==> src/rtl/condicionador_entradas.sv <==
// Input conditioning for the slide switches and the start push-button:
// two-flop synchronizers, per-bit debounce and a press/release FSM for start.
module condicionador_entradas #(
    parameter int DEBOUNCE_CYCLES = 50000
) (
    input  logic       clk,
    input  logic       reset,
    input  logic [3:0] chave_raw,
    input  logic       start_raw_n,
    output logic [3:0] chave,
    output logic       start,
    output logic       start_pulse,
    output logic       chave_changed
);

    generate
        if (DEBOUNCE_CYCLES < 2) begin : g_bad_debounce
            $error("DEBOUNCE_CYCLES must be at least 2");
        end
    endgenerate

    localparam int            CW      = $clog2(DEBOUNCE_CYCLES);
    localparam logic [CW-1:0] CNT_MAX = CW'(DEBOUNCE_CYCLES - 1);
    localparam logic [CW-1:0] CNT_ONE = CW'(1);

    typedef enum logic [1:0] {
        IDLE,
        PRESS_WAIT,
        PRESSED,
        RELEASE_WAIT
    } state_t;

    // Bit 4 carries the button, already inverted so that 1 means pressed.
    logic [4:0] raw_w;
    logic [4:0] sync1_q;
    logic [4:0] sync2_q;

    logic [CW-1:0] cnt_q [4];
    logic [CW-1:0] cnt_d [4];
    logic [3:0]    chave_q;
    logic [3:0]    chave_d;
    logic          changed_q;
    logic          changed_d;

    state_t        state_q;
    state_t        state_d;
    logic [CW-1:0] scnt_q;
    logic [CW-1:0] scnt_d;
    logic          start_q;
    logic          start_d;
    logic          pulse_q;
    logic          pulse_d;
    logic          press_s;

    assign raw_w   = {~start_raw_n, chave_raw};
    assign press_s = sync2_q[4];

    always_ff @(posedge clk) begin
        if (reset) begin
            sync1_q <= '0;
            sync2_q <= '0;
        end else begin
            sync1_q <= raw_w;
            sync2_q <= sync1_q;
        end
    end

    // Switch debounce: count only while the synchronized level disagrees with
    // the accepted one; any agreement restarts the count.
    always_comb begin
        chave_d = chave_q;
        for (int i = 0; i < 4; i++) begin
            cnt_d[i] = '0;
            if (sync2_q[i] != chave_q[i]) begin
                if (cnt_q[i] == CNT_MAX) begin
                    chave_d[i] = sync2_q[i];
                end else begin
                    cnt_d[i] = cnt_q[i] + CNT_ONE;
                end
            end
        end
        changed_d = (chave_d != chave_q);
    end

    always_ff @(posedge clk) begin
        if (reset) begin
            for (int i = 0; i < 4; i++) begin
                cnt_q[i] <= '0;
            end
            chave_q   <= '0;
            changed_q <= 1'b0;
        end else begin
            for (int i = 0; i < 4; i++) begin
                cnt_q[i] <= cnt_d[i];
            end
            chave_q   <= chave_d;
            changed_q <= changed_d;
        end
    end

    // The first disagreeing cycle leaves IDLE/PRESSED with the count already at 1,
    // keeping the button latency identical to the switch bits.
    always_comb begin
        state_d = state_q;
        scnt_d  = '0;
        pulse_d = 1'b0;
        case (state_q)
            IDLE: begin
                if (press_s) begin
                    state_d = PRESS_WAIT;
                    scnt_d  = CNT_ONE;
                end
            end
            PRESS_WAIT: begin
                if (!press_s) begin
                    state_d = IDLE;
                end else if (scnt_q == CNT_MAX) begin
                    state_d = PRESSED;
                    pulse_d = 1'b1;
                end else begin
                    scnt_d = scnt_q + CNT_ONE;
                end
            end
            PRESSED: begin
                if (!press_s) begin
                    state_d = RELEASE_WAIT;
                    scnt_d  = CNT_ONE;
                end
            end
            RELEASE_WAIT: begin
                if (press_s) begin
                    state_d = PRESSED;
                end else if (scnt_q == CNT_MAX) begin
                    state_d = IDLE;
                end else begin
                    scnt_d = scnt_q + CNT_ONE;
                end
            end
            default: state_d = IDLE;
        endcase
        start_d = (state_d == PRESSED) || (state_d == RELEASE_WAIT);
    end

    always_ff @(posedge clk) begin
        if (reset) begin
            state_q <= IDLE;
            scnt_q  <= '0;
            start_q <= 1'b0;
            pulse_q <= 1'b0;
        end else begin
            state_q <= state_d;
            scnt_q  <= scnt_d;
            start_q <= start_d;
            pulse_q <= pulse_d;
        end
    end

    assign chave         = chave_q;
    assign chave_changed = changed_q;
    assign start         = start_q;
    assign start_pulse   = pulse_q;

endmodule
==> config.mk <==
export PLATFORM = sky130hd
export DESIGN_NAME = condicionador_entradas
export DESIGN_NICKNAME = d
export VERILOG_FILES = /design/src/rtl/condicionador_entradas.sv
export SDC_FILE = /design/constraint.sdc
export NUM_CORES = 1
export LEC_CHECK = 0
export CAP_MARGIN = 15
export CORE_AREA = 3 3 145 77
export DETAILED_ROUTE_END_ITERATION = 12
export DIE_AREA = 0 0 148 80
export HOLD_SLACK_MARGIN = 0.1
export PLACE_DENSITY = 0.65
export SETUP_SLACK_MARGIN = 0.5
export SLEW_MARGIN = 20
export SYNTH_ARGS = -nofsm -noshare
export SYNTH_HDL_FRONTEND = slang
export SYNTH_SLANG_ARGS = --single-unit
export TNS_END_PERCENT = 30
==> constraint.sdc <==
create_clock -name clk -period 2.4 [get_ports clk]
set_clock_uncertainty 0.1 [all_clocks]
set_input_delay 0.48 -clock clk [delete_from_list [all_inputs] [get_ports clk]]
set_output_delay 0.48 -clock clk [all_outputs]
set_load 0.05 [all_outputs]
After elaboration in Yosys (flattened, before gate mapping)
Memory sizes are Yosys's and may differ from the RTL's.
Index checks and enable logic that the tools add are counted.
{ "classes": {"add_sub_neg": 5, "n_eq_ne": 15, "muxes": 37, "bitwise": 7, "n_reduce_logical": 3} }
{ "ops": {"columns": ["op", "n"], "rows": [
  ["16-bit two-way mux", 15],
  ["16-bit by 1-bit adder with 16-bit output (second input constant)", 5],
  ["16-bit equality test (second input constant)", 5],
  ["16-bit one-hot mux with 4 select lines", 1],
  ["1-bit two-way mux", 14],
  ["2-bit two-way mux", 6],
  ["2-bit equality test (second input constant)", 4],
  ["2-bit one-hot mux with 4 select lines", 1],
  ["1-bit inequality test", 4],
  ["4-bit inequality test", 1],
  ["1-bit OR", 4],
  ["1-bit NOT", 3],
  ["3-bit OR reduction", 1],
  ["2-bit by 1-bit equality test with 1-bit output (second input constant)", 1],
  ["2-bit logical NOT", 1],
  ["1-bit logical OR", 1]
]} }
{ "totals": {"register_bits": 35, "ramBits": 64, "in_bits": 7, "out_inout_bits": 7, "elab_cells": 76, "mem_count": 1} }
{ "mem_list": {"columns": ["name", "words", "word_bits", "read_ports", "rd_ports_with_merged_regs", "write_ports", "line_no", "source"], "rows": [
  ["cnt_q", 4, 16, 4, 0, 4, "38", "logic [CW-1:0] cnt_q [4];"]
]} }

Logic depth before layout (Yosys ltp)
{ "depth": {"depth_word": 6, "mapped_depth": 7} }

Worst setup path before layout
No wires, ideal clock.
{ "synth_timing": {"path_type": "flip-flop to flip-flop", "start": "mem cnt_q[1][11] in the netlist's numbering", "end": "mem cnt_q[1][13] in the netlist's numbering", "arrival_time_ns": 1.573, "required_ns": 2.185, "path_slack_ns": 0.612, "stages_incl_launch_ff": 7, "period_less_slack_ns": 1.788, "cell_sequence": "dfxtp_1 > or4b_4 > nor4_4 > nand2b_1 > buf_6 > buf_12 > nor2_1"} }
{ "synth_rtl": {"columns": ["item", "line_no"], "rows": [
  ["from (decl)", "38"]
]} }

Worst setup path in the final report
{ "layout_timing": {"start": "reg chave_q[0] (netlist: chave[0])", "end": "out chave[0]"} }
{ "layout_rtl": {"columns": ["item", "line_no", "source"], "rows": [
  ["from (decl)", "40", "logic [3:0] chave_q;"],
  ["from (signal assigned)", "96", "chave_q <= chave_d;"],
  ["to (decl)", "10", "output logic [3:0] chave,"]
]} }
No word-level cell between the ends.

==> impl_results.md <==
- 1st-iter DRT viols: about 140
- Die Height: approximately 80 um
- Worst-skew pair later-pin latency: 0.34 ns
- Netlist cell types: between 40 and 50
- Post-synth EDFFs: 0
- Vias in the first global route: roughly 2900
- DP Wirelength: between 4 and 5 mm
- Die extent in x: approximately 150 um
- Cell taking the most area after synthesis: dfxtp_1
- Root Buffer: clkbuf_16
- Fin crit share: between 70 and 80%
- Post-layout min period: ~1.8 ns
- CP Capture Type: output pin
- Worst EP required: approximately 1.8 ns
- Async SR Flop Fraction: 0%
- HP Class: flop to flop
- Final worst setup slack: 0.560 ns
- Port Buffers: 13
- Layout fillers: a little under 1000
- WP buf/inv: 1
- P&R area growth vs syn: 13.6%
- Total power: ~3000 uW
- Relative slew margins: approximately 64%
- First-pass DRT Iterations: 4
- CP Max Fanout: 3
- CP max stage delay: 0.55 ns
- F_max: between 500 and 600 MHz
- Place WS: 0.383 ns
- Final instance area: 4850 um2
- Most numerous cell in the Yosys netlist: dfxtp_1
- CP Class: flop to output pin
- Final Hold Fails: 0
- Reg2Reg Setup Slack: approximately 0.57 ns
- Routability congestion estimate from global placement: just over 0.8
- Antenna violations before repair: 0
- Cts hold-fix bufs: 0
- Sequential share of the synthesized area: a little under half
- Yosys warns: 0
- PD cells: around 630 nW/um2
- Num rows: 26
- Multi-input logic area: 2150 um2
- Synth top area share: between 40% and 50%
- Largest net degree at the start of global routing: 21
- Post-layout util: about 48%
- CP cell instances: dlygate4sd2_1
- Ant. Diodes: 0
- Crit path max-delay family: buffers and inverters
- Placed cell area: roughly 4500 um2
- Total vias in the final route: 3042
- Layout cells sized above 1: under 10%
- Cell count after synthesis: about 460
- WL final: about 7 mm
- CTS tree: yes
- Pleak: between 0.001 and 0.0015 uW
- Register area: approximately 2000 um2
- Status: complete, no violations
- Vias per cell: between 4 and 5
- Worst-Margin Slew: around 0.54 ns
- Post-synth net total: between 400 and 500
- Nets@finish: around 490
- Core area: roughly 10000 um2
- Max Cap Viol: 0
- Clock Path Buffers: 2
- Die ar.: about 12000 um2
- First-pass GRT wire length: 12.6 mm
- Yosys reg bits: between 90 and 100
- Synth top cells by count: 99 x dfxtp_1, 94 x nor2_1, 57 x xnor2_1
- Pins Over Slew Limit: 0
- Total global routing overflow: 0
- Post-route ant nets: 0
- Clk sinks: between 90 and 100
- CTS H-tree depth: 3
- RSZ-0062 raised after global routing: yes
- CP max-delay cell: dlygate4sd2_1
- Num CTS Buffers: 9
- Worst setup SP type: flop
- VDD IR max: 0.000301 V
- Clock transition at path regs: 0.06 ns
- Post-Syn Area per Cell: a little over 9 um2
- Setup_tns: 0 ns
- WL/cell: roughly 11 um
- All-Layer GR Usage: approximately an eighth
- Starting Density: a little over two fifths
- # setup viols final: 0
- Synthesized cell area: about 4300 um2
- Main area contributors after synthesis: dfxtp_1 46%, xnor2_1 12%, nor2_1 8.3%
- Primary FF master, synth: dfxtp_1
- Arr. time, crit path: about 1.3 ns
- # IOs: 14
- DR DRC count: 0
[logic make-up after synthesis]
family | share of synthesized area, %
AO/OA/AOI/OAI | 2.02
XOR/XNOR | 14.8
adder cells (fa/ha/maj) | 1.47
buffers and inverters | 3.96
flip-flops | 46.4
multiplexers | 0.938
AND/OR/NAND/NOR | 30.4
[layout by cell type, fill, tap and decap left out, drive strengths merged, types with 2 or more instances in the layout]
| cell | netlist | routed |
|---|---|---|
| nand2b | 3 | 4 |
| o21ba | 2 | 2 |
| nor4b | 3 | 3 |
| xnor2 | 57 | 57 |
| ha | 5 | 5 |
| nor4bb | 2 | 2 |
| mux2i | 4 | 4 |
| clkdlybuf4s50 | 0 | 6 |
| nand4b | 3 | 3 |
| nand4 | 22 | 22 |
| or4b | 5 | 5 |
| and4bb | 2 | 2 |
| o21a | 2 | 2 |
| and4 | 3 | 3 |
| or3 | 6 | 6 |
| nor3 | 19 | 19 |
| dlygate4sd2 | 0 | 7 |
| nand2 | 17 | 17 |
| dfxtp | 99 | 99 |
| nand3 | 26 | 26 |
| nor2b | 9 | 9 |
| nor2 | 94 | 94 |
| nor4 | 17 | 17 |
| buf | 5 | 7 |
| inv | 19 | 20 |
| clkbuf | 8 | 12 |
| xor2 | 15 | 15 |
| or4 | 2 | 2 |
| and3 | 4 | 4 |
| a21oi | 3 | 3 |
[power breakdown]
group / switching [uW] / internal (uW)
logic: 22.6 / 21.7
registers: 5.87 / 1650
clock network: 579 / 783
[timing repair]
action | 4_1_cts | 5_1_grt
pin swaps | 0 | 2
setup endpoints to repair | 38 | 77
gates resized for setup | 9 | 9
gates cloned | 0 | 1
buffers inserted | 0 | 2
[final timing paths]
kind	from	to	cells after the start
max	chave[0]$_SDFF_PP0_	chave[0]	1
min	sync1_q[4]$_SDFF_PP0_	sync2_q[4]$_SDFF_PP0_	1
max reg2reg	cnt_q[1][7]$_SDFF_PP0_	chave[1]$_SDFF_PP0_	5
min reg2reg	sync1_q[4]$_SDFF_PP0_	sync2_q[4]$_SDFF_PP0_	1
[state kept, by name (all words and copies together) (netlist names)]
register and flops:
scnt_q 16, cnt_q 64, start_pulse 1, start 1
chave 4, chave_changed 1, state_q 2, sync2_q 5
sync1_q 5
[per-stage QoR]
stage	hold WS, ns	std cells
floorplan	0.314	463
global placement	0.316	608
detailed placement	0.325	608
CTS	0.339	623
global route	0.364	626
finish	0.338	626
[layout make-up]
class	count	share of cell area, %
repair buffers	20	3.74
multi-input cells	333	44.3
clock inverters	3	0.439
well taps	140	3.61
flip-flops and latches	99	40.9
clock buffers	12	5.50
inverters	19	1.47
[metal layers]
layer | vias up | share of wire (%) | track usage [%]
met5 | - | 0 | 0
met3 | 7 | 2.6 | 3.97
li1 | 1607 | - | -
met2 | 22 | 46 | 22.2
met4 | 0 | 1.4 | 4.42
met1 | 1406 | 50 | 15.0
Power figures use the tool's default switching activity.
==> RTL edit (same settings) <==
Register the output `start_pulse` once more; this adds one clock of latency there. The other outputs are not delayed to match.
--- a/src/rtl/condicionador_entradas.sv
+++ b/src/rtl/condicionador_entradas.sv
@@ -158,6 +158,8 @@
     assign chave         = chave_q;
     assign chave_changed = changed_q;
     assign start         = start_q;
-    assign start_pulse   = pulse_q;
+    always_ff @(posedge clk) begin
+        start_pulse <= pulse_q;
+    end
 
 endmodule
Function: no difference found for any inputs over 10 cycles, from zero or initial values and one cycle with reset high; that may be too few to reach the edited logic, so the function may still have changed.
==> RTL edit against the unedited design <==
Final area is 1.5% higher; sequential cell count increased by 1; synthesized cell count rose by 0.22%; area after synthesis increased by 0.47%; sequential share of layout area decreased by 0.28 points; highest routed layer unchanged; power grew 8.4%; global-route usage rose by 0.27 points; critical endpoint is now cnt_q[1][14]; routed wire length grew 3.3%; via count up 0.99%; worst setup slack got worse by 21 ps.
==> RTL edit: results (changes against the unedited design) <==
status: "completed"
synth_flop_cell: "dfxtp_1"
worstPathMaxFanout: 16  # +13
routedLengthMet1_mm: 3.55  # +2.0%
synth.distinct_cells: 44  # unchanged
dr.pass1.iters: 4  # unchanged
dp_slack_ps: 332  # -50.6 ps
place.gp.congestion: 0.763  # -5.9%
nNetsFinal: 498  # +0.81%
r2r-start: "cnt_q[1][7]"
r2r-end: "cnt_q[1][14]"
drt_wl_total_mm: 7.22  # +3.3%
r2r.worst_path.cells: 5  # unchanged
root_buffer: "clkbuf_16"
hold_end: "start_pulse"
grt_pass1_vias: 2887  # +0.56%
dp.cells: 611  # +0.49%
grt_antenna_before_repair: 0  # unchanged
vdd_drop_max_mv: 0.269  # -11%
worstPathArrival_ps: 1990  # +730 ps
synth-xor-area-share_pct: 14.7  # -0.069 points
ys_top_cells_by_area: "dfxtp_1 47%, xnor2_1 12%, nor2_1 8.2%, nand4_1 3.2%, xor2_1 3.1%"
grt_util_met1_pct: 15.7  # +0.64 points
synth.top_cells.by_count: "100 x dfxtp_1, 94 x nor2_1, 57 x xnor2_1"
worstMarginPinSlew_ps: 561  # +22.1 ps
grt_usage_pct: 13.0  # +0.27 points
hold_start: "pulse_q"
grt_pass1_wl_mm: 12.6  # +0.55%
met3_usage_pct: 4.25  # +0.28 points
drtIter0Drc: 83  # -39%
synthMuxAreaShare_pct: 0.934  # -0.0044 points
synth-compound-area-share_pct: 2.01  # -0.0094 points
hp-class: "reg -> reg"
wl_met3_um: 198  # +8.8%
switchingPower_w: 0.000616  # +1.4%
reg2reg_slack_ps: 540  # -30 ps
synth_fa_ha_area_share_pct: 1.46  # -0.0068 points
place_area_um2: 4550  # +0.78%
ys_seq_area_share_pct: 46.7  # +0.25 points
grt_max_degree: 18  # -14%
hold_depth: 0  # -1
dp_hpwl_mm: 4.82  # +0.31%
vias_per_cell: 4.87  # +0.19%
top_layer_used: "met4"
stdcell_count: 631  # +0.80%
synth.avg_cell_area_um2: 9.24  # +0.25%
syn_nets: 476  # +0.21%
holdWs_ps: 246  # -91.2 ps
p_leak_nw: 1.50  # +2.9%
use_met2_pct: 22.3  # +0.091 points
wl_met2_mm: 3.37  # +4.5%
drive_gt1_share_pct: 7.94  # -0.90 points
-- RTL edit: cell types whose count changed after synthesis --
| cell | delta |
|---|---|
| dfxtp_1 | +1 |
-- RTL edit: power by group through the flow --
stage | sequential [W] | combinational (W) | clock, W
after CTS | 0.00168 | 0.0000444 | 0.00165
after detailed placement | 0.00171 | 0.0000440 | 0
after floorplan | 0.00171 | 0.0000302 | 0
after global placement | 0.00171 | 0.0000435 | 0
after global routing | 0.00168 | 0.0000513 | 0.00171
final | 0.00168 | 0.0000451 | 0.00160
-- RTL edit: worst max-delay path, cell delays in order (launching register included) --
cell and delay (ps):
dfxtp_1 370, or4b_1 590, nor4_4 310, nand2b_1 160
buf_6 170, nor2_1 70
-- RTL edit: how the worst max path moves through the flow --
| stage | to | slack (ps) | from | depth (start not counted) |
|---|---|---|---|---|
| after floorplan | cnt_q[1][13] | 610 | cnt_q[1][11] | 6 |
| after global placement | scnt_q[15] | 340 | reset | 5 |
| after detailed placement | scnt_q[12] | 330 | reset | 5 |
| after CTS | cnt_q[0][11] | 460 | cnt_q[0][0] | 5 |
| after global routing | cnt_q[3][14] | 420 | cnt_q[3][0] | 5 |
| final | cnt_q[1][14] | 540 | cnt_q[1][7] | 5 |
-- RTL edit: final cells by class --
cell class	count	area (µm²)
multi-input combinational	333	2140
clock inverter	5	100
clock buffer	11	233
fill	959	5100
inverter	19	71.3
timing repair buffer	23	200
tap	140	175
sequential	100	2000
-- RTL edit: repair_timing --
item | in CTS | in global routing
gates cloned | 0 | 1
hold buffers | 0 | 0
resized for setup | 8 | 4
hold endpoints to repair | 0 | 0
pin swaps | 1 | 1
setup buffers | 1 | 2
setup endpoints to repair | 51 | 67
